### config.mk
export PLATFORM = sky130hd
export DESIGN_NAME = multicycle_ctrl_flat
export DESIGN_NICKNAME = d
export VERILOG_FILES = /design/src/rtl/multicycle_ctrl_pkg.sv /design/src/rtl/multicycle_ctrl_if.sv /design/src/rtl/multicycle_ctrl_instr_decode.sv /design/src/rtl/multicycle_ctrl.sv /design/src/flat_wrapper.sv
export SDC_FILE = /design/constraint.sdc
export NUM_CORES = 1
export LEC_CHECK = 0
export BUFFER_PORTS_ARGS = -buffer_cell sky130_fd_sc_hd__buf_2
export CAP_MARGIN = 15
export CORE_MARGIN = 1.5
export CORE_UTILIZATION = 41
export CTS_BUF_LIST = sky130_fd_sc_hd__clkbuf_4
export DETAILED_ROUTE_END_ITERATION = 10
export GPL_TIMING_DRIVEN = 0
export PLACE_DENSITY_LB_ADDON = 0.15
export SLEW_MARGIN = 20
export SYNTH_ARGS = -nofsm -noshare
export SYNTH_HDL_FRONTEND = slang
export SYNTH_SLANG_ARGS = --single-unit
### constraint.sdc
create_clock -name clk -period 4.8 [get_ports clk]
set_clock_uncertainty 0.1 [all_clocks]
set_input_delay 0.48 -clock clk [delete_from_list [all_inputs] [get_ports clk]]
set_output_delay 0.48 -clock clk [all_outputs]
set_load 0.01 [all_outputs]
### src/rtl/multicycle_ctrl_pkg.sv
// Purpose : shared types and constants for the RV32 multi-cycle controller and its ALU.
// Latency : n/a (types, constants and one pure helper function only).
// Backpressure: n/a.
//
// Contents:
//   state_t        controller state encodings (FETCH is the reset state)
//   alu_op_t       5-bit ALUOp codes, also imported by the combinational ALU
//   instr_class_t  coarse instruction class produced by the decoder
//   dec_t          decoder result bundle
//   opcode/funct3/funct7 constants for the supported subset
package multicycle_ctrl_pkg;

    typedef enum logic [3:0] {
        S_FETCH  = 4'd0,
        S_DECODE = 4'd1,
        S_EXEC_R = 4'd2,
        S_EXEC_I = 4'd3,
        S_ADDR   = 4'd4,
        S_MEM_RD = 4'd5,
        S_MEM_WR = 4'd6,
        S_WB_ALU = 4'd7,
        S_WB_MEM = 4'd8,
        S_BRANCH = 4'd9,
        S_TRAP   = 4'd10
    } state_t;

    // Fixed entry state; not meant to be overridden by the core.
    localparam state_t RESET_STATE = S_FETCH;

    // ALUOp codes. Note that SUB is the all-zero code, so a cleared bus reads as SUB.
    typedef enum logic [4:0] {
        ALU_SUB = 5'b00000,
        ALU_ADD = 5'b00001,
        ALU_SLL = 5'b00010,
        ALU_SRL = 5'b00011
    } alu_op_t;

    typedef enum logic [2:0] {
        CLS_R   = 3'd0,
        CLS_I   = 3'd1,
        CLS_MEM = 3'd2,
        CLS_BR  = 3'd3,
        CLS_ILL = 3'd4
    } instr_class_t;

    typedef struct packed {
        instr_class_t cls;
        alu_op_t      alu_op_r;   // op for R-type (add/sub)
        alu_op_t      alu_op_i;   // op for OP-IMM (add/sll/srl)
        logic         is_lw;      // load (vs store) within CLS_MEM
        logic         is_bne;     // bne (vs beq) within CLS_BR
        logic         legal;
    } dec_t;

    localparam logic [6:0] OPC_OP     = 7'b0110011;
    localparam logic [6:0] OPC_OP_IMM = 7'b0010011;
    localparam logic [6:0] OPC_LOAD   = 7'b0000011;
    localparam logic [6:0] OPC_STORE  = 7'b0100011;
    localparam logic [6:0] OPC_BRANCH = 7'b1100011;

    localparam logic [2:0] F3_ADDSUB = 3'b000;
    localparam logic [2:0] F3_SLL    = 3'b001;
    localparam logic [2:0] F3_SRL    = 3'b101;
    localparam logic [2:0] F3_WORD   = 3'b010;
    localparam logic [2:0] F3_BEQ    = 3'b000;
    localparam logic [2:0] F3_BNE    = 3'b001;

    localparam logic [6:0] F7_BASE = 7'b0000000;
    localparam logic [6:0] F7_ALT  = 7'b0100000;

    // ALU operation for an OP-IMM instruction, chosen by funct3 alone.
    // Legality (e.g. funct7 of shifts) is judged separately by the decoder.
    function automatic alu_op_t imm_alu_op(input logic [2:0] funct3);
        case (funct3)
            F3_SLL:  return ALU_SLL;
            F3_SRL:  return ALU_SRL;
            default: return ALU_ADD;
        endcase
    endfunction

endpackage

### src/rtl/multicycle_ctrl_if.sv
// Purpose : datapath/memory <-> controller signal bundle for the multi-cycle core.
// Latency : n/a (wires only).
// Backpressure: memory stalls the controller via mem_ready; controller holds its requests.
//
// Signals (direction as seen by the controller, modport master):
//   in : instr[31:0], alu_zero[7:0] (bit 0 used), mem_ready
//   out: mem_re, mem_we, mem_addr_sel, ir_we, pc_we, pc_src, alu_src_b,
//        ALUOp[4:0], rf_we, wd_sel, illegal, state_dbg[3:0]
interface multicycle_ctrl_if;

    logic [31:0] instr;
    logic [7:0]  alu_zero;
    logic        mem_ready;

    logic        mem_re;
    logic        mem_we;
    logic        mem_addr_sel;
    logic        ir_we;
    logic        pc_we;
    logic        pc_src;
    logic        alu_src_b;
    logic [4:0]  ALUOp;
    logic        rf_we;
    logic        wd_sel;
    logic        illegal;
    logic [3:0]  state_dbg;

    // Controller side.
    modport master (
        input  instr, alu_zero, mem_ready,
        output mem_re, mem_we, mem_addr_sel, ir_we, pc_we, pc_src, alu_src_b,
               ALUOp, rf_we, wd_sel, illegal, state_dbg
    );

    // Datapath / memory side.
    modport slave (
        output instr, alu_zero, mem_ready,
        input  mem_re, mem_we, mem_addr_sel, ir_we, pc_we, pc_src, alu_src_b,
               ALUOp, rf_we, wd_sel, illegal, state_dbg
    );

endinterface

### src/rtl/multicycle_ctrl_instr_decode.sv
// Purpose : classify the IR contents into the controller's instruction classes.
// Latency : combinational, 0 cycles.
// Backpressure: none; pure function of i_instr.
//
// Ports:
//   i_instr  in   32  current IR contents
//   o_dec    out  dec_t {cls, alu_op_r, alu_op_i, is_lw, is_bne, legal}
module instr_decode
    import multicycle_ctrl_pkg::*;
(
    input  logic [31:0] i_instr,
    output dec_t        o_dec
);

    logic [6:0] w_opcode;
    logic [2:0] w_funct3;
    logic [6:0] w_funct7;
    logic       w_unused_fields;

    assign w_opcode = i_instr[6:0];
    assign w_funct3 = i_instr[14:12];
    assign w_funct7 = i_instr[31:25];

    // Register indices and low immediate bits belong to the datapath.
    assign w_unused_fields = ^{i_instr[24:15], i_instr[11:7]};

    always_comb begin
        // Sub-selectors are computed unconditionally; they only matter once
        // the class below says the instruction is of that kind.
        o_dec.cls      = CLS_ILL;
        o_dec.alu_op_r = w_funct7[5] ? ALU_SUB : ALU_ADD;
        o_dec.alu_op_i = imm_alu_op(w_funct3);
        o_dec.is_lw    = (w_opcode == OPC_LOAD);
        o_dec.is_bne   = (w_funct3 == F3_BNE);
        o_dec.legal    = 1'b0;

        case (w_opcode)
            OPC_OP: begin
                if (w_funct3 == F3_ADDSUB && (w_funct7 == F7_BASE || w_funct7 == F7_ALT))
                    o_dec.cls = CLS_R;
            end
            OPC_OP_IMM: begin
                case (w_funct3)
                    F3_ADDSUB: o_dec.cls = CLS_I;   // addi: funct7 is part of the immediate
                    F3_SLL,
                    F3_SRL: begin
                        // srai (funct7=0100000) is outside the supported subset.
                        if (w_funct7 == F7_BASE)
                            o_dec.cls = CLS_I;
                    end
                    default: ;
                endcase
            end
            OPC_LOAD,
            OPC_STORE: begin
                if (w_funct3 == F3_WORD)
                    o_dec.cls = CLS_MEM;
            end
            OPC_BRANCH: begin
                if (w_funct3 == F3_BEQ || w_funct3 == F3_BNE)
                    o_dec.cls = CLS_BR;
            end
            default: ;
        endcase

        o_dec.legal = (o_dec.cls != CLS_ILL);
    end

endmodule

### src/rtl/multicycle_ctrl.sv
// Purpose : multi-cycle control FSM (fetch/decode/execute/memory/writeback) for the RV32 core.
// Latency : zero-wait memory: R/I-type 4 cycles, lw 5, sw 4, beq/bne 3.
// Backpressure: each mem_ready=0 cycle in FETCH/MEM_RD/MEM_WR holds the request one more cycle.
//
// Ports:
//   clk   in  1  rising-edge clock
//   rstn  in  1  asynchronous active-low reset; forces every output to 0 while low
//   bus   multicycle_ctrl_if.master  datapath/memory signals (see interface header)
module multicycle_ctrl
    import multicycle_ctrl_pkg::*;
(
    input  logic               clk,
    input  logic               rstn,
    multicycle_ctrl_if.master  bus
);

    state_t  r_state;
    state_t  w_state_nxt;
    logic    r_illegal;

    dec_t    w_dec;
    logic    w_taken;
    logic    w_unused_zero;

    logic    w_mem_re;
    logic    w_mem_we;
    logic    w_mem_addr_sel;
    logic    w_ir_we;
    logic    w_pc_we;
    logic    w_pc_src;
    logic    w_alu_src_b;
    alu_op_t w_alu_op;
    logic    w_rf_we;
    logic    w_wd_sel;

    instr_decode u_instr_decode (
        .i_instr (bus.instr),
        .o_dec   (w_dec)
    );

    // Only bit 0 of the ALU zero bus carries information.
    assign w_unused_zero = ^bus.alu_zero[7:1];

    // beq takes on zero, bne on non-zero.
    assign w_taken = w_dec.is_bne ^ bus.alu_zero[0];

    // ------------------------------------------------------------------
    // State register. illegal is set on entry to TRAP so it is visible in
    // the first TRAP cycle, and only reset clears it.
    // ------------------------------------------------------------------
    always_ff @(posedge clk or negedge rstn) begin
        if (!rstn) begin
            r_state   <= RESET_STATE;
            r_illegal <= 1'b0;
        end else begin
            r_state <= w_state_nxt;
            if (w_state_nxt == S_TRAP)
                r_illegal <= 1'b1;
        end
    end

    // ------------------------------------------------------------------
    // Next state and Moore outputs. ir_we/pc_we in FETCH are additionally
    // qualified by mem_ready so the IR/PC only move on a completed fetch.
    // ------------------------------------------------------------------
    always_comb begin
        w_state_nxt    = r_state;
        w_mem_re       = 1'b0;
        w_mem_we       = 1'b0;
        w_mem_addr_sel = 1'b0;
        w_ir_we        = 1'b0;
        w_pc_we        = 1'b0;
        w_pc_src       = 1'b0;
        w_alu_src_b    = 1'b0;
        w_alu_op       = ALU_ADD;
        w_rf_we        = 1'b0;
        w_wd_sel       = 1'b0;

        case (r_state)
            S_FETCH: begin
                w_mem_re       = 1'b1;
                w_mem_addr_sel = 1'b0;
                if (bus.mem_ready) begin
                    w_ir_we     = 1'b1;
                    w_pc_we     = 1'b1;   // PC+4 (pc_src=0)
                    w_state_nxt = S_DECODE;
                end
            end
            S_DECODE: begin
                if (!w_dec.legal) begin
                    w_state_nxt = S_TRAP;
                end else begin
                    case (w_dec.cls)
                        CLS_R:   w_state_nxt = S_EXEC_R;
                        CLS_I:   w_state_nxt = S_EXEC_I;
                        CLS_MEM: w_state_nxt = S_ADDR;
                        CLS_BR:  w_state_nxt = S_BRANCH;
                        default: w_state_nxt = S_TRAP;
                    endcase
                end
            end
            S_EXEC_R: begin
                w_alu_src_b = 1'b0;
                w_alu_op    = w_dec.alu_op_r;
                w_state_nxt = S_WB_ALU;
            end
            S_EXEC_I: begin
                w_alu_src_b = 1'b1;
                w_alu_op    = w_dec.alu_op_i;
                w_state_nxt = S_WB_ALU;
            end
            S_ADDR: begin
                // rs1 + imm; the result lands in ALUOut for the memory address.
                w_alu_src_b = 1'b1;
                w_alu_op    = ALU_ADD;
                w_state_nxt = w_dec.is_lw ? S_MEM_RD : S_MEM_WR;
            end
            S_MEM_RD: begin
                w_mem_re       = 1'b1;
                w_mem_addr_sel = 1'b1;
                if (bus.mem_ready)
                    w_state_nxt = S_WB_MEM;
            end
            S_MEM_WR: begin
                w_mem_we       = 1'b1;
                w_mem_addr_sel = 1'b1;
                if (bus.mem_ready)
                    w_state_nxt = S_FETCH;
            end
            S_WB_ALU: begin
                w_rf_we     = 1'b1;
                w_wd_sel    = 1'b0;
                w_state_nxt = S_FETCH;
            end
            S_WB_MEM: begin
                w_rf_we     = 1'b1;
                w_wd_sel    = 1'b1;
                w_state_nxt = S_FETCH;
            end
            S_BRANCH: begin
                // rs1 - rs2 drives alu_zero; the target was formed by the
                // datapath's old_pc+imm_b adder, so pc_src is set regardless.
                w_alu_src_b = 1'b0;
                w_alu_op    = ALU_SUB;
                w_pc_src    = 1'b1;
                w_pc_we     = w_taken;
                w_state_nxt = S_FETCH;
            end
            S_TRAP: begin
                w_state_nxt = S_TRAP;
            end
            default: begin
                w_state_nxt = RESET_STATE;
            end
        endcase
    end

    // ------------------------------------------------------------------
    // Outputs are forced low combinationally while rstn is asserted, so an
    // in-flight memory write or register/PC update is dropped immediately,
    // without waiting for a clock edge. ALUOp therefore reads 00000 in reset.
    // ------------------------------------------------------------------
    assign bus.mem_re       = rstn & w_mem_re;
    assign bus.mem_we       = rstn & w_mem_we;
    assign bus.mem_addr_sel = rstn & w_mem_addr_sel;
    assign bus.ir_we        = rstn & w_ir_we;
    assign bus.pc_we        = rstn & w_pc_we;
    assign bus.pc_src       = rstn & w_pc_src;
    assign bus.alu_src_b    = rstn & w_alu_src_b;
    assign bus.ALUOp        = rstn ? w_alu_op : 5'b00000;
    assign bus.rf_we        = rstn & w_rf_we;
    assign bus.wd_sel       = rstn & w_wd_sel;
    assign bus.illegal      = r_illegal;
    assign bus.state_dbg    = r_state;

endmodule

### src/flat_wrapper.sv
// flat-port wrapper written by rule: the top's interface ports become plain ports
module multicycle_ctrl_flat import multicycle_ctrl_pkg::*;
  (clk, rstn, bus_instr, bus_alu_zero, bus_mem_ready, bus_mem_re, bus_mem_we, bus_mem_addr_sel, bus_ir_we, bus_pc_we, bus_pc_src, bus_alu_src_b, bus_ALUOp, bus_rf_we, bus_wd_sel, bus_illegal, bus_state_dbg);
  multicycle_ctrl_if bus_i ();
  input  logic clk;
  input  logic rstn;
  input wire logic [$bits(bus_i.instr)-1:0] bus_instr;
  input wire logic [$bits(bus_i.alu_zero)-1:0] bus_alu_zero;
  input wire logic [$bits(bus_i.mem_ready)-1:0] bus_mem_ready;
  output wire logic [$bits(bus_i.mem_re)-1:0] bus_mem_re;
  output wire logic [$bits(bus_i.mem_we)-1:0] bus_mem_we;
  output wire logic [$bits(bus_i.mem_addr_sel)-1:0] bus_mem_addr_sel;
  output wire logic [$bits(bus_i.ir_we)-1:0] bus_ir_we;
  output wire logic [$bits(bus_i.pc_we)-1:0] bus_pc_we;
  output wire logic [$bits(bus_i.pc_src)-1:0] bus_pc_src;
  output wire logic [$bits(bus_i.alu_src_b)-1:0] bus_alu_src_b;
  output wire logic [$bits(bus_i.ALUOp)-1:0] bus_ALUOp;
  output wire logic [$bits(bus_i.rf_we)-1:0] bus_rf_we;
  output wire logic [$bits(bus_i.wd_sel)-1:0] bus_wd_sel;
  output wire logic [$bits(bus_i.illegal)-1:0] bus_illegal;
  output wire logic [$bits(bus_i.state_dbg)-1:0] bus_state_dbg;
  assign bus_i.instr = bus_instr;
  assign bus_i.alu_zero = bus_alu_zero;
  assign bus_i.mem_ready = bus_mem_ready;
  assign bus_mem_re = bus_i.mem_re;
  assign bus_mem_we = bus_i.mem_we;
  assign bus_mem_addr_sel = bus_i.mem_addr_sel;
  assign bus_ir_we = bus_i.ir_we;
  assign bus_pc_we = bus_i.pc_we;
  assign bus_pc_src = bus_i.pc_src;
  assign bus_alu_src_b = bus_i.alu_src_b;
  assign bus_ALUOp = bus_i.ALUOp;
  assign bus_rf_we = bus_i.rf_we;
  assign bus_wd_sel = bus_i.wd_sel;
  assign bus_illegal = bus_i.illegal;
  assign bus_state_dbg = bus_i.state_dbg;
  multicycle_ctrl u_core (.clk(clk), .rstn(rstn), .bus(bus_i));
endmodule
==> results of run 1 <==
-- kinds of logic after synthesis --
kind of cell	count (synthesis)	share of synthesized area, %
other	1	0.5420
and+or+nand+nor	50	47.93
xor gates and xnor gates	3	3.798
AOI/OAI and AO/OA	21	22.61
DFF	5	18.08
buffers and inverters	9	7.051
-- path summary, 6_finish.rpt --
path,from,endpoint,cells past startpoint
max in group asynchronous,rstn,u_core.bus.state_dbg[3],2
worst max-delay path,rstn,bus_ALUOp[0],6
min in group asynchronous,rstn,u_core.bus.state_dbg[1],2
worst min-delay path,u_core.bus.illegal,u_core.bus.illegal,1
worst max register to register,u_core.bus.state_dbg[1],u_core.bus.illegal,4
worst min register to register,u_core.bus.illegal,u_core.bus.illegal,1
-- layout by cell type, fill, tap and decap left out, types with 2 or more instances in the layout --
master / instances
buf_2: 39
nor3_1: 8
nor2_1: 8
nand2_1: 7
a21oi_1: 5
dfrtp_1: 5
o21ai_0: 4
clkbuf_4: 4
nand3_1: 3
nor2b_1: 3
and3_1: 3
buf_4: 3
conb_1: 3
inv_1: 2
nor4b_1: 2
a31oi_1: 2
xor2_1: 2
nand2b_1: 2
o21ai_1: 2
-- metrics by stage --
| step | power [W] | setup slack (ns) | instance area, um2 | hold WS, ns |
|---|---|---|---|---|
| after floorplan | 0.0003026 | 2.853 | 699.4 | 0.08441 |
| after global placement | 0.0003894 | 2.771 | 899.6 | 0.2428 |
| after detailed placement | 0.0003924 | 2.766 | 899.6 | 0.2435 |
| after CTS | 0.0004485 | 2.298 | 939.7 | 0.3621 |
| after global routing | 0.0004877 | 2.187 | 939.7 | 0.3832 |
| final | 0.0004486 | 2.314 | 939.7 | 0.3660 |
-- layer usage --
layer | part of all wire [%] | vias up | global-route usage, %
li1 | - | 416 | -
met1 | 44 | 361 | 23.33
met2 | 48 | 34 | 33.24
met3 | 6.4 | 2 | 1.633
met4 | 1.1 | 0 | 5.455
met5 | 0 | - | 0
-- worst reg2reg max path: stages (launching register included) --
cell	delay [ns]
dfrtp_1	0.45
nor4b_4	0.50
and4b_1	0.27
a311oi_1	0.06
a41o_1	0.24
-- area by class of cell --
class | instances | area, um2 | area share, %
flip-flops and latches | 5 | 125.1 | 13.32
well taps | 16 | 20.02 | 2.130
repair buffers | 37 | 190.2 | 20.24
clock buffers | 4 | 30.03 | 3.196
inverters | 2 | 7.507 | 0.7989
plain buffers | 7 | 41.29 | 4.394
multi-input cells | 77 | 525.5 | 55.93
-- flip-flops by register name, summed over array words and instances, names as in the netlist --
signal                count
u_core.bus.state_dbg      4
u_core.bus.illegal        1
-- where the power goes --
part           internal, W  leakage [nW]  switching [W]  total [W]
combinational     0.000128         0.403       0.000167   0.000295
sequential       0.0000641        0.0605      0.0000339  0.0000980
clock            0.0000371        0.0184      0.0000184  0.0000556
==> results.txt, run 1 <==
- The flow ran to the end, and the final reports show no timing, DRC or antenna violations.
* Drt drc: 0
* Share of synthesized flip-flops with an asynchronous set or reset: 100.0%
* Antenna diodes: 0
- Worst-case vdd ir drop: 0.0001771 V
- Once detail routing completed, the nets flagged for antenna violations numbered 0.
* Count of warnings emitted by yosys: 0
- Post-CTS setup buffers: 0
* Violation count after the first detailed-routing iteration: 5
- The number of buffers and inverters on the critical path is 3.
- Total of buffers placed on input and output ports: 36
- After detailed placement, the design holds a cell count of 143.
* Routed wire length: 1708 um
- Global routing used 18.47% of the available tracks.
- Hold Violations, Final: 0
- Sequence of cells on the critical path: dlygate4sd3_1 -> buf_2 -> nor2b_1 -> nand4b_1 -> o21ai_1 -> buf_2
* RSZ-0062 raised after global routing: false
* Worst setup path category: in2out
* I/O pin count: 62
- The largest single stage delay on the critical path is 0.51 ns.
- Setup violators final: 0
- Clock period minus final worst setup slack: 2.486 ns
- Share of Yosys cell area claimed by the top area cell type: 18.08%
* Achievable Freq: 402.3 MHz
- Data on the critical path is required at its endpoint by 4.22 ns.
* Maximum number of pins on one net before global-route repair: 13
- Post-synthesis cell type with the largest combined area: dfrtp_1
* Antenna violations before repair: 0
* Pins Over Slew Limit: 0
- Counting the buffers created by CTS gives 3.
- Max Cap Viol: 0
* Detailed-route vias per instance: 5.493
- Std-Cell Rows: 14
* Worst-path clk slew: 0.04 ns
- Drt first pass iters: 4
- Buffers inserted to repair hold after CTS numbered 1.
- Top cells by instance count after synthesis: 8 x nor2_1, 8 x nor3_1, 7 x nand2_1
- In the final routed layout, each cell accounts on average for 11.54 um.
- The filler cells instantiated in the layout total 147.
- Ranked by total cell area, the synthesized netlist is headed by dfrtp_1 18%, nor3_1 5.8%, nor2_1 4.3%, nand4bb_4 4.0%, o41ai_4 4.0%.
* Setup slack of the most critical reg-to-reg path: 3.06 ns
- Share of post-route cells with drive strength above 1: 40.15%
* Sort of element at the start of the critical path: input pin
- Among cell families on the critical path, the largest total delay comes from buffers and inverters.
* Total negative setup slack: 0 ns
- In this run the number of H-tree levels came out at 1.
- The tree is rooted in a clkbuf_4.
- Number of enable-type register cells in the synthesized netlist: 0
* Die extent in x: 44.08 um
- Cell variety after synth: 42
- Total Nets Final: 176
- Counting flops and latches in the post-synthesis netlist gives 5.
- After synthesis the cells add up to 691.9 um2.
* Area Growth Syn to Fin: 35.80%
- Core Footprint: 1541 um2
- Summing the sequential cell areas from Yosys gives 18.08% of the chip area.
- Mapped Cells: 89
- The congestion estimate from routability-driven global placement came to 0.7766.
- The clock passes through at most 2 buffers.
- At the end of the flow the core is filled with cells to 60.96%.
* DR vias: 813
- Once detailed placement completed, the half-perimeter wirelength came to 1342 um.
- Average footprint of a synthesized cell: 7.774 um2
- Among all flip-flop cells after synthesis, the most frequent one is dfrtp_1.
* Power per standard cell area: 477.4 nW/um2
- In the finished design, the share of the clock period the worst path needs comes to 51.78%.
- First-pass GRT wire length: 2760 um
- For this design, the slowest cell found on the critical path is dlygate4sd3_1.
* Peak fanout along the critical path: 12
* Number of sinks driven by the clock tree: 5
- Hold Path Class: reg2reg
* Signal arrival time at the worst endpoint: 1.91 ns
- The die covers 1943 um2.
- Initial Utilization: 44.89%
* Clock tree from TritonCTS: done
- In this run, post-CTS repair resized a total of 0 instances.
- Leak Pwr: 0.4815 nW
* Aggregate global routing overflow: 0
- The die is 44.08 um tall.
- Critical Path End Type: output pin
* Worst-Skew Late Latency: 0.25 ns
- Non-filler instance count after layout: 148
* Most frequent cell on the critical path: buf_2
- The via count of the first global-routing pass came to 669.
No activity file was read; power rests on OpenSTA's default activity.
==> run 2, diff against run 1 <==
--- a/config.mk
+++ b/config.mk
@@ -5,10 +5,11 @@
 export SDC_FILE = /design/constraint.sdc
 export NUM_CORES = 1
 export LEC_CHECK = 0
+export ABC_AREA = 1
 export BUFFER_PORTS_ARGS = -buffer_cell sky130_fd_sc_hd__buf_2
 export CAP_MARGIN = 15
 export CORE_MARGIN = 1.5
-export CORE_UTILIZATION = 41
+export CORE_UTILIZATION = 40
 export CTS_BUF_LIST = sky130_fd_sc_hd__clkbuf_4
 export DETAILED_ROUTE_END_ITERATION = 10
 export GPL_TIMING_DRIVEN = 0
==> constraint.sdc (replaced) <==
create_clock -name clk -period 2.3 [get_ports clk]
set_clock_uncertainty 0.1 [all_clocks]
set_input_delay 0.23 -clock clk [delete_from_list [all_inputs] [get_ports clk]]
set_output_delay 0.23 -clock clk [all_outputs]
set_load 0.01 [all_outputs]
==> run 2 against run 1 <==
  * Die area up 12%
  * Flip-flop and latch count unchanged
  * Via count up 15%
  * Critical path type unchanged
  * Highest routed layer is now met3
==> results.txt, run 2 <==
* Result of the run: finished clean
- Share of post-route cells with drive strength above 1: 39.11%
- Initial Utilization: 43.12%
- After detailed routing, the number of remaining DRC violations is 0.
- In this run the number of H-tree levels came out at 1.
- Total of buffers placed on input and output ports: 36
* Worst setup path category: in2out
- For this run, the detailed router's first-pass iteration total came to 4.
* Number of enable-type register cells in the synthesized netlist: 0
- The via count of the first global-routing pass came to 787.
- DR vias: 936
- Count leader, synth: nand2_1
- After synthesis, the mean cell area works out to 5.594 um2.
- Count of warnings emitted by yosys: 0
- Dividing the detail-routed via count by the number of cells gives 4.588.
* Switching share of total power: 52.73%
- In this run the power density over the cells is 914.9 nW/um2.
- TritonCTS created 3 clock buffers.
- STA classifies the critical path startpoint as an input pin.
- Worst Hold Slack: 0.2472 ns
- Clock Tree Buf Depth: 2
- Along the worst path, the maximum fanout reaches 10.
* Crit path required time: 1.97 ns
- For this block, the initial DRC count from the detailed router was 15.
* Std-Cell Rows: 15
- Cell variety after synth: 25
- Worst-path clk slew: 0.05 ns
- Worst-Skew Late Latency: 0.24 ns
- At the end of routability-driven placement, the weighted congestion stood at 0.9106.
* Number of sinks driven by the clock tree: 5
- Filler cell count: 208
* Antenna diodes: 0
- Clock period minus final worst setup slack: 1.955 ns
* Final core area utilization: 57.80%
- Die extent in x: 46.61 um
- Synth Register Bits: 5
- The share of total power dissipated in combinational logic is 68.1%.
- Most frequent standard cell in the layout excluding fill and tap cells: buf_2
- Derived from the worst setup path, the maximum achievable clock frequency is 511.4 MHz.
- Total chip power: 0.0009329 W
- Relative to the synthesized area, the layout overhead comes to 34.05%.
- Setup violators final: 0
* Signal arrival time at the worst endpoint: 1.63 ns
* Average wire per cell in the routed design: 8.784 um
- STA classifies the critical path endpoint as an output pin.
- Height of the die: 46.61 um
- Top cells by instance count after synthesis: 27 x nand2_1, 23 x nor2_1, 19 x inv_1
- Area of all sequential standard cells: 125.1 um2
- First-pass GRT wire length: 2973 um
* Hold Path Class: in2async
* Max Cap Viol: 0
- Dividing the final minimum period by the clock period gives 85.02%.
- Main area contributors after synthesis: dfrtp_1 16%, nand2_1 13%, nor2_1 11%, nand3_1 11%, inv_1 9.4%
- Post-synthesis cell type with the largest combined area: dfrtp_1
* Mapped Cells: 136
* Cell chosen for the clock root: clkbuf_4
* Clock tree from TritonCTS: done
- Post-synthesis sequential area ratio: 16.45%
- Count of antenna-violating nets left after detailed routing: 0
* Share of synthesized flip-flops with an asynchronous set or reset: 100.0%
- Share of Yosys cell area claimed by the top area cell type: 16.45%
* Antenna violations before repair: 0
- Portion of total power attributed to the clock network: 12.3%
- Total Nets Final: 223
- The library cells used most frequently in the layout, excluding fill and tap cells, are 36 x buf_2, 27 x nand2_1, 23 x nor2_1, 19 x inv_1, 16 x nand3_1.
- In the final layout, the multi-input gates occupy 523.0 um2.
* Pins Over Slew Limit: 0
* Internal power: 0.0004410 W
- Routed wire length: 1792 um
- The setup check on the worst reg-to-reg path leaves a slack of 0.79 ns.
- Main synth FF type: dfrtp_1
* PostCTS Resize Cnt: 0
- Setup repair after global routing left no endpoint under its margin.
- I/O pin count: 62
- Cell area after technology mapping: 760.7 um2
- Flip-flop count of the largest register after layout: 4
- Global routing finished with a remaining overflow of 0.
- Detailed placement finished with a half-perimeter wire length of 1570 um.
* Maximum number of pins on one net before global-route repair: 11
* Leak Pwr: 0.5972 nW
- Total global-route track usage: 18.85%
* Worst-case vdd ir drop: 0.0005911 V
* Core Footprint: 1764 um2
* Register share of total power: 19.6%
- The die covers 2172 um2.
- The total count of hold-check failures in the final report came to 0.
* Power dissipated by switching net loads: 0.0004919 W
- Total negative setup slack: 0 ns
run 2: changes by cell type after synthesis, sizes merged, moves of 3 or more:
cell and delta:
nor3 -5, inv +23, nand2 +28, nor2b -4
nand3 +15, buf -3, and3 -3, nor2 +23
nor4b -3
run 2: final cells by class:
cell class	instances	share of cell area [%]
Sequential cell	5	12.27
Clock buffer	4	2.945
Tap cell	25	3.067
Multi-Input combinational cell	104	51.29
Timing Repair Buffer	37	18.65
Buffer	3	2.209
Inverter	26	9.571
run 2: cell families after synthesis:
logic type,after synthesis,share of synthesized area [%]
AOI/OAI and AO/OA,9,6.578
DFF,5,16.45
buffers and inverters,29,15.79
xor gates and xnor gates,1,1.152
and+or+nand+nor,91,59.54
other,1,0.4929
run 2: through the flow:
step | instance area [um2] | std cells | setup WS [ns]
2_1_floorplan | 768.2 | 138 | 0.7442
3_3_place_gp | 979.7 | 199 | 0.6843
3_5_place_dp | 979.7 | 199 | 0.6791
4_1_cts | 1020 | 204 | 0.3056
5_1_grt | 1020 | 204 | 0.1712
6_report | 1020 | 204 | 0.3445
run 2: power by group through the flow:
| stage | clock network [W] | logic [W] | registers (W) |
|---|---|---|---|
| 2_1_floorplan | 0 | 0.000456 | 0.000196 |
| 3_3_place_gp | 0 | 0.000636 | 0.000181 |
| 3_5_place_dp | 0 | 0.000643 | 0.000181 |
| 4_1_cts | 0.000123 | 0.000646 | 0.000183 |
| 5_1_grt | 0.000129 | 0.000714 | 0.000189 |
| 6_report | 0.000114 | 0.000636 | 0.000183 |
run 2: path summary, 6_finish.rpt:
path / end / cells past startpoint / start
max reg2reg: u_core.bus.illegal / 10 / u_core.bus.state_dbg[1]
max: bus_pc_we / 7 / rstn
max in group asynchronous: u_core.bus.state_dbg[1] / 2 / rstn
min reg2reg: u_core.bus.illegal / 2 / u_core.bus.illegal
min in group clk: u_core.bus.state_dbg[0] / 5 / bus_mem_ready
min: u_core.bus.state_dbg[2] / 2 / rstn
run 2: repair_timing:
action | 4_1_cts | 5_1_grt
hold buffers | 1 | 0
endpoints found under the hold margin | 5 | 0
setup buffers | 0 | 0
run 2: critical path, cell delays in order:
cell	delay (ns)
dlygate4sd3_1	0.52
buf_2	0.19
clkinv_1	0.23
nor2_1	0.19
nand2_1	0.06
o21ai_0	0.06
buf_2	0.15
run 2: routing by layer:
layer / track usage (%) / share of wire, % / wire length, um / vias up
li1: - / - / - / 500
met1: 21.78 / 43 / 773 / 407
met2: 35.00 / 52 / 923 / 29
met3: 5.490 / 5.2 / 94 / 0
met4: 2.222 / 0 / 0 / 0
met5: 0 / 0 / 0 / -
==> run 3, diff against run 2 <==
--- a/config.mk
+++ b/config.mk
@@ -6,12 +6,12 @@
 export NUM_CORES = 1
 export LEC_CHECK = 0
 export ABC_AREA = 1
-export BUFFER_PORTS_ARGS = -buffer_cell sky130_fd_sc_hd__buf_2
 export CAP_MARGIN = 15
-export CORE_MARGIN = 1.5
-export CORE_UTILIZATION = 40
+export CORE_AREA = 2 2 39 41
 export CTS_BUF_LIST = sky130_fd_sc_hd__clkbuf_4
 export DETAILED_ROUTE_END_ITERATION = 10
+export DIE_AREA = 0 0 41 43
+export DONT_BUFFER_PORTS = 1
 export GPL_TIMING_DRIVEN = 0
 export PLACE_DENSITY_LB_ADDON = 0.15
 export SLEW_MARGIN = 20
==> run 3 against run 2 <==
  * Final area down 19%
  * Clock power about the same
  * Largest power group unchanged
  * Routed wire length down 9.6%
  * Clock-buffer cell count unchanged
  * Flip-flop and latch count unchanged
  * Worst hold slack worse by 0.072 ns
  * Setup slack worse by 0.077 ns
  * Core utilization up 2.1 points
  * Final cell count down 22%
  * First-iteration DRC count up 6.7%
  * Critical path depth unchanged
  * Power down 9.5%
==> results.txt, run 3 (same netlist as run 2, synthesis figures left out) <==
- Total of buffers placed on input and output ports: 0
- Setup violators final: 0
* Routed wire length: 1620 um
- Flip-flop count of the largest register after layout: 4
- The slowest stage of the critical path is the dfrtp_1 cell.
- Area after detailed placement: 788.3 um2
* Clock tree from TritonCTS: done
- Delay contributed by the slowest stage of the critical path: 0.46 ns
* Crit path required time: 1.97 ns
- For this run, design rule violations remaining after detail routing come to 0.
- Data arrives at the worst endpoint at 1.70 ns.
- Worst slack at placement: 0.5551 ns
- Tcrit/Tclk final: 88.35%
- Internal power: 0.0003804 W
- For this design the ratio of total power to cell area is 1019 nW/um2.
- For met2 alone, demand over resource in global routing was 37.50%.
- Average wire per cell in the routed design: 10.19 um
* Number of global-route vias before repair: 733
- After detailed placement, the design holds a cell count of 154.
- Initial Utilization: 54.97%
- Register share of total power: 24.0%
- Result of the run: finished clean
- For this design the static power due to leakage is 0.4396 nW.
* Final standard cell area without fillers: 828.3 um2
- The die is 41 um wide.
* Clock Tree Buf Depth: 2
- Buffers inserted during clock tree synthesis total 3.
* Area Growth Syn to Fin: 8.881%
* Core Footprint: 1384 um2
- VDD sags by at most 0.0005603 V.
- Post-CTS setup buffers: 0
* Height of the die: 43 um
- The layer flagged by global routing as most heavily used is met2.
- Total global-route track usage: 23.36%
- The worst setup path is captured at an output pin.
- The total count of hold-check failures in the final report is 0.
* Aggregate global routing overflow: 0
- In this run, the combinational gates consume 62.8% of the power.
- DR vias: 809
* Cell chosen for the clock root: clkbuf_4
* DP Wirelength: 1403 um
- Hold is met by 0.1753 ns.
- Maximum number of pins on one net before global-route repair: 11
- CTS H-Tree Depth: 1
- Pins Over Slew Limit: 0
- Met3 routing resource usage after global routing: 7.853%
* Filler cell count: 151
- Most frequent standard cell in the layout excluding fill and tap cells: nand2_1
- The congestion estimate from routability-driven global placement came to 0.8127.
- Die ar.: 1763 um2
- In the global route stage, met1 resource usage came out at 24.67%.
* Worst setup path category: reg2out
- Derived from the worst setup path, the maximum achievable clock frequency is 492.1 MHz.
- In the final design database the tool counted 187 nets.
* Portion of total power attributed to the clock network: 13.2%
- For this design the total switching power over the nets is 0.0004635 W.
* Switching share of total power: 54.93%
* Number of sinks driven by the clock tree: 5
* Violation count after the first detailed-routing iteration: 16
- After clock tree synthesis, the clock-pin slew on the worst setup and hold paths is 0.04 ns.
- The first detailed-routing pass ran for 4 iterations.
* Hold Path Class: in2async
- I/O pin count: 62
- The number of antenna violations at the first check in global routing came to 0.
* Std-Cell Rows: 14
- Sort of element at the start of the critical path: register
- The top cell types in the final layout, fill and taps aside, are 27 x nand2_1, 23 x nor2_1, 19 x inv_1, 16 x nand3_1, 7 x nand2_2.
* Detailed-route vias per instance: 5.088
* First-pass GRT wire length: 2773 um
- Total negative setup slack: 0 ns
- For the worst-skew pair, the clock arrives at the later sink with an insertion delay of 0.24 ns.
* Share of post-route cells with drive strength above 1: 23.78%
* Peak fanout along the critical path: 6
- Sequence of cells on the critical path: inv_2 -> nand2_2 -> nor3_1 -> inv_1 -> nor2_1 -> nand2_1 -> o21ai_0
* Post-route setup slack: 0.2679 ns
- Once layout is complete, the cells apart from fillers number 159.
- Max Cap Viol: 0
* Clock period minus final worst setup slack: 2.032 ns
- Setup repair after global routing left no endpoint under its margin.
- The detail route stage leaves a number of antenna-violating nets equal to 0.
* Antenna diodes: 0
## run 3: cell count changes in the layout (fill, tap and decap cells not counted), sizes merged
cell,delta
buf,-36
## run 3: layer usage
layer	vias up	wire length [um]
met5	-	0
met4	0	42
met3	4	111
met2	28	835
met1	349	631
li1	428	-
## run 3: metrics by stage
stage | total power, W | utilization [%]
6_report | 0.0008439 | 59.86
5_1_grt | 0.0009360 | 59.86
3_5_place_dp | 0.0007356 | 56.96
2_1_floorplan | 0.0006524 | -
4_1_cts | 0.0008575 | 59.86
3_3_place_gp | 0.0007228 | 56.96
## run 3: worst paths after layout
| kind | from | endpoint | slack, ns | depth (start not counted) |
|---|---|---|---|---|
| max | u_core.bus.state_dbg[1] | bus_pc_we | 0.27 | 7 |
| min | rstn | u_core.bus.state_dbg[0] | 0.18 | 1 |
| max reg2reg | u_core.bus.state_dbg[1] | u_core.bus.illegal | 0.77 | 10 |
| min reg2reg | u_core.bus.illegal | u_core.bus.illegal | 0.42 | 2 |
| max in group asynchronous | rstn | u_core.bus.state_dbg[2] | 1.74 | 1 |
| min in group clk | bus_mem_ready | u_core.bus.state_dbg[0] | 0.18 | 4 |
## run 3: worst max-delay path: cells and delay by family (launching register included)
family          cells  cell delay [ns]
buf+inv             2             0.21
simple gates        4             0.63
flops               1             0.46
compound gates      1             0.15
## run 3: area by class of cell
type	instances	area (um2)	share of cell area, %
buffer	3	22.52	2.719
clock buffer	4	30.03	3.625
sequential	5	125.1	15.11
multi-input combinational	104	523.0	63.14
inverter	26	97.59	11.78
timing repair buffer	1	10.01	1.208
tap	16	20.02	2.417
## run 3: power groups by stage
stage	Combinational, W	Sequential [W]	Clock [W]
after CTS	0.000535	0.000204	0.000119
final	0.000530	0.000203	0.000111
after detailed placement	0.000530	0.000205	0
after floorplan	0.000456	0.000196	0
after global routing	0.000602	0.000209	0.000124
after global placement	0.000519	0.000204	0
## run 3: timing repair
item                      4_1_cts  5_1_grt
hold endpoints to repair        5        0
hold buffers                    1        0
resized for setup               0        0
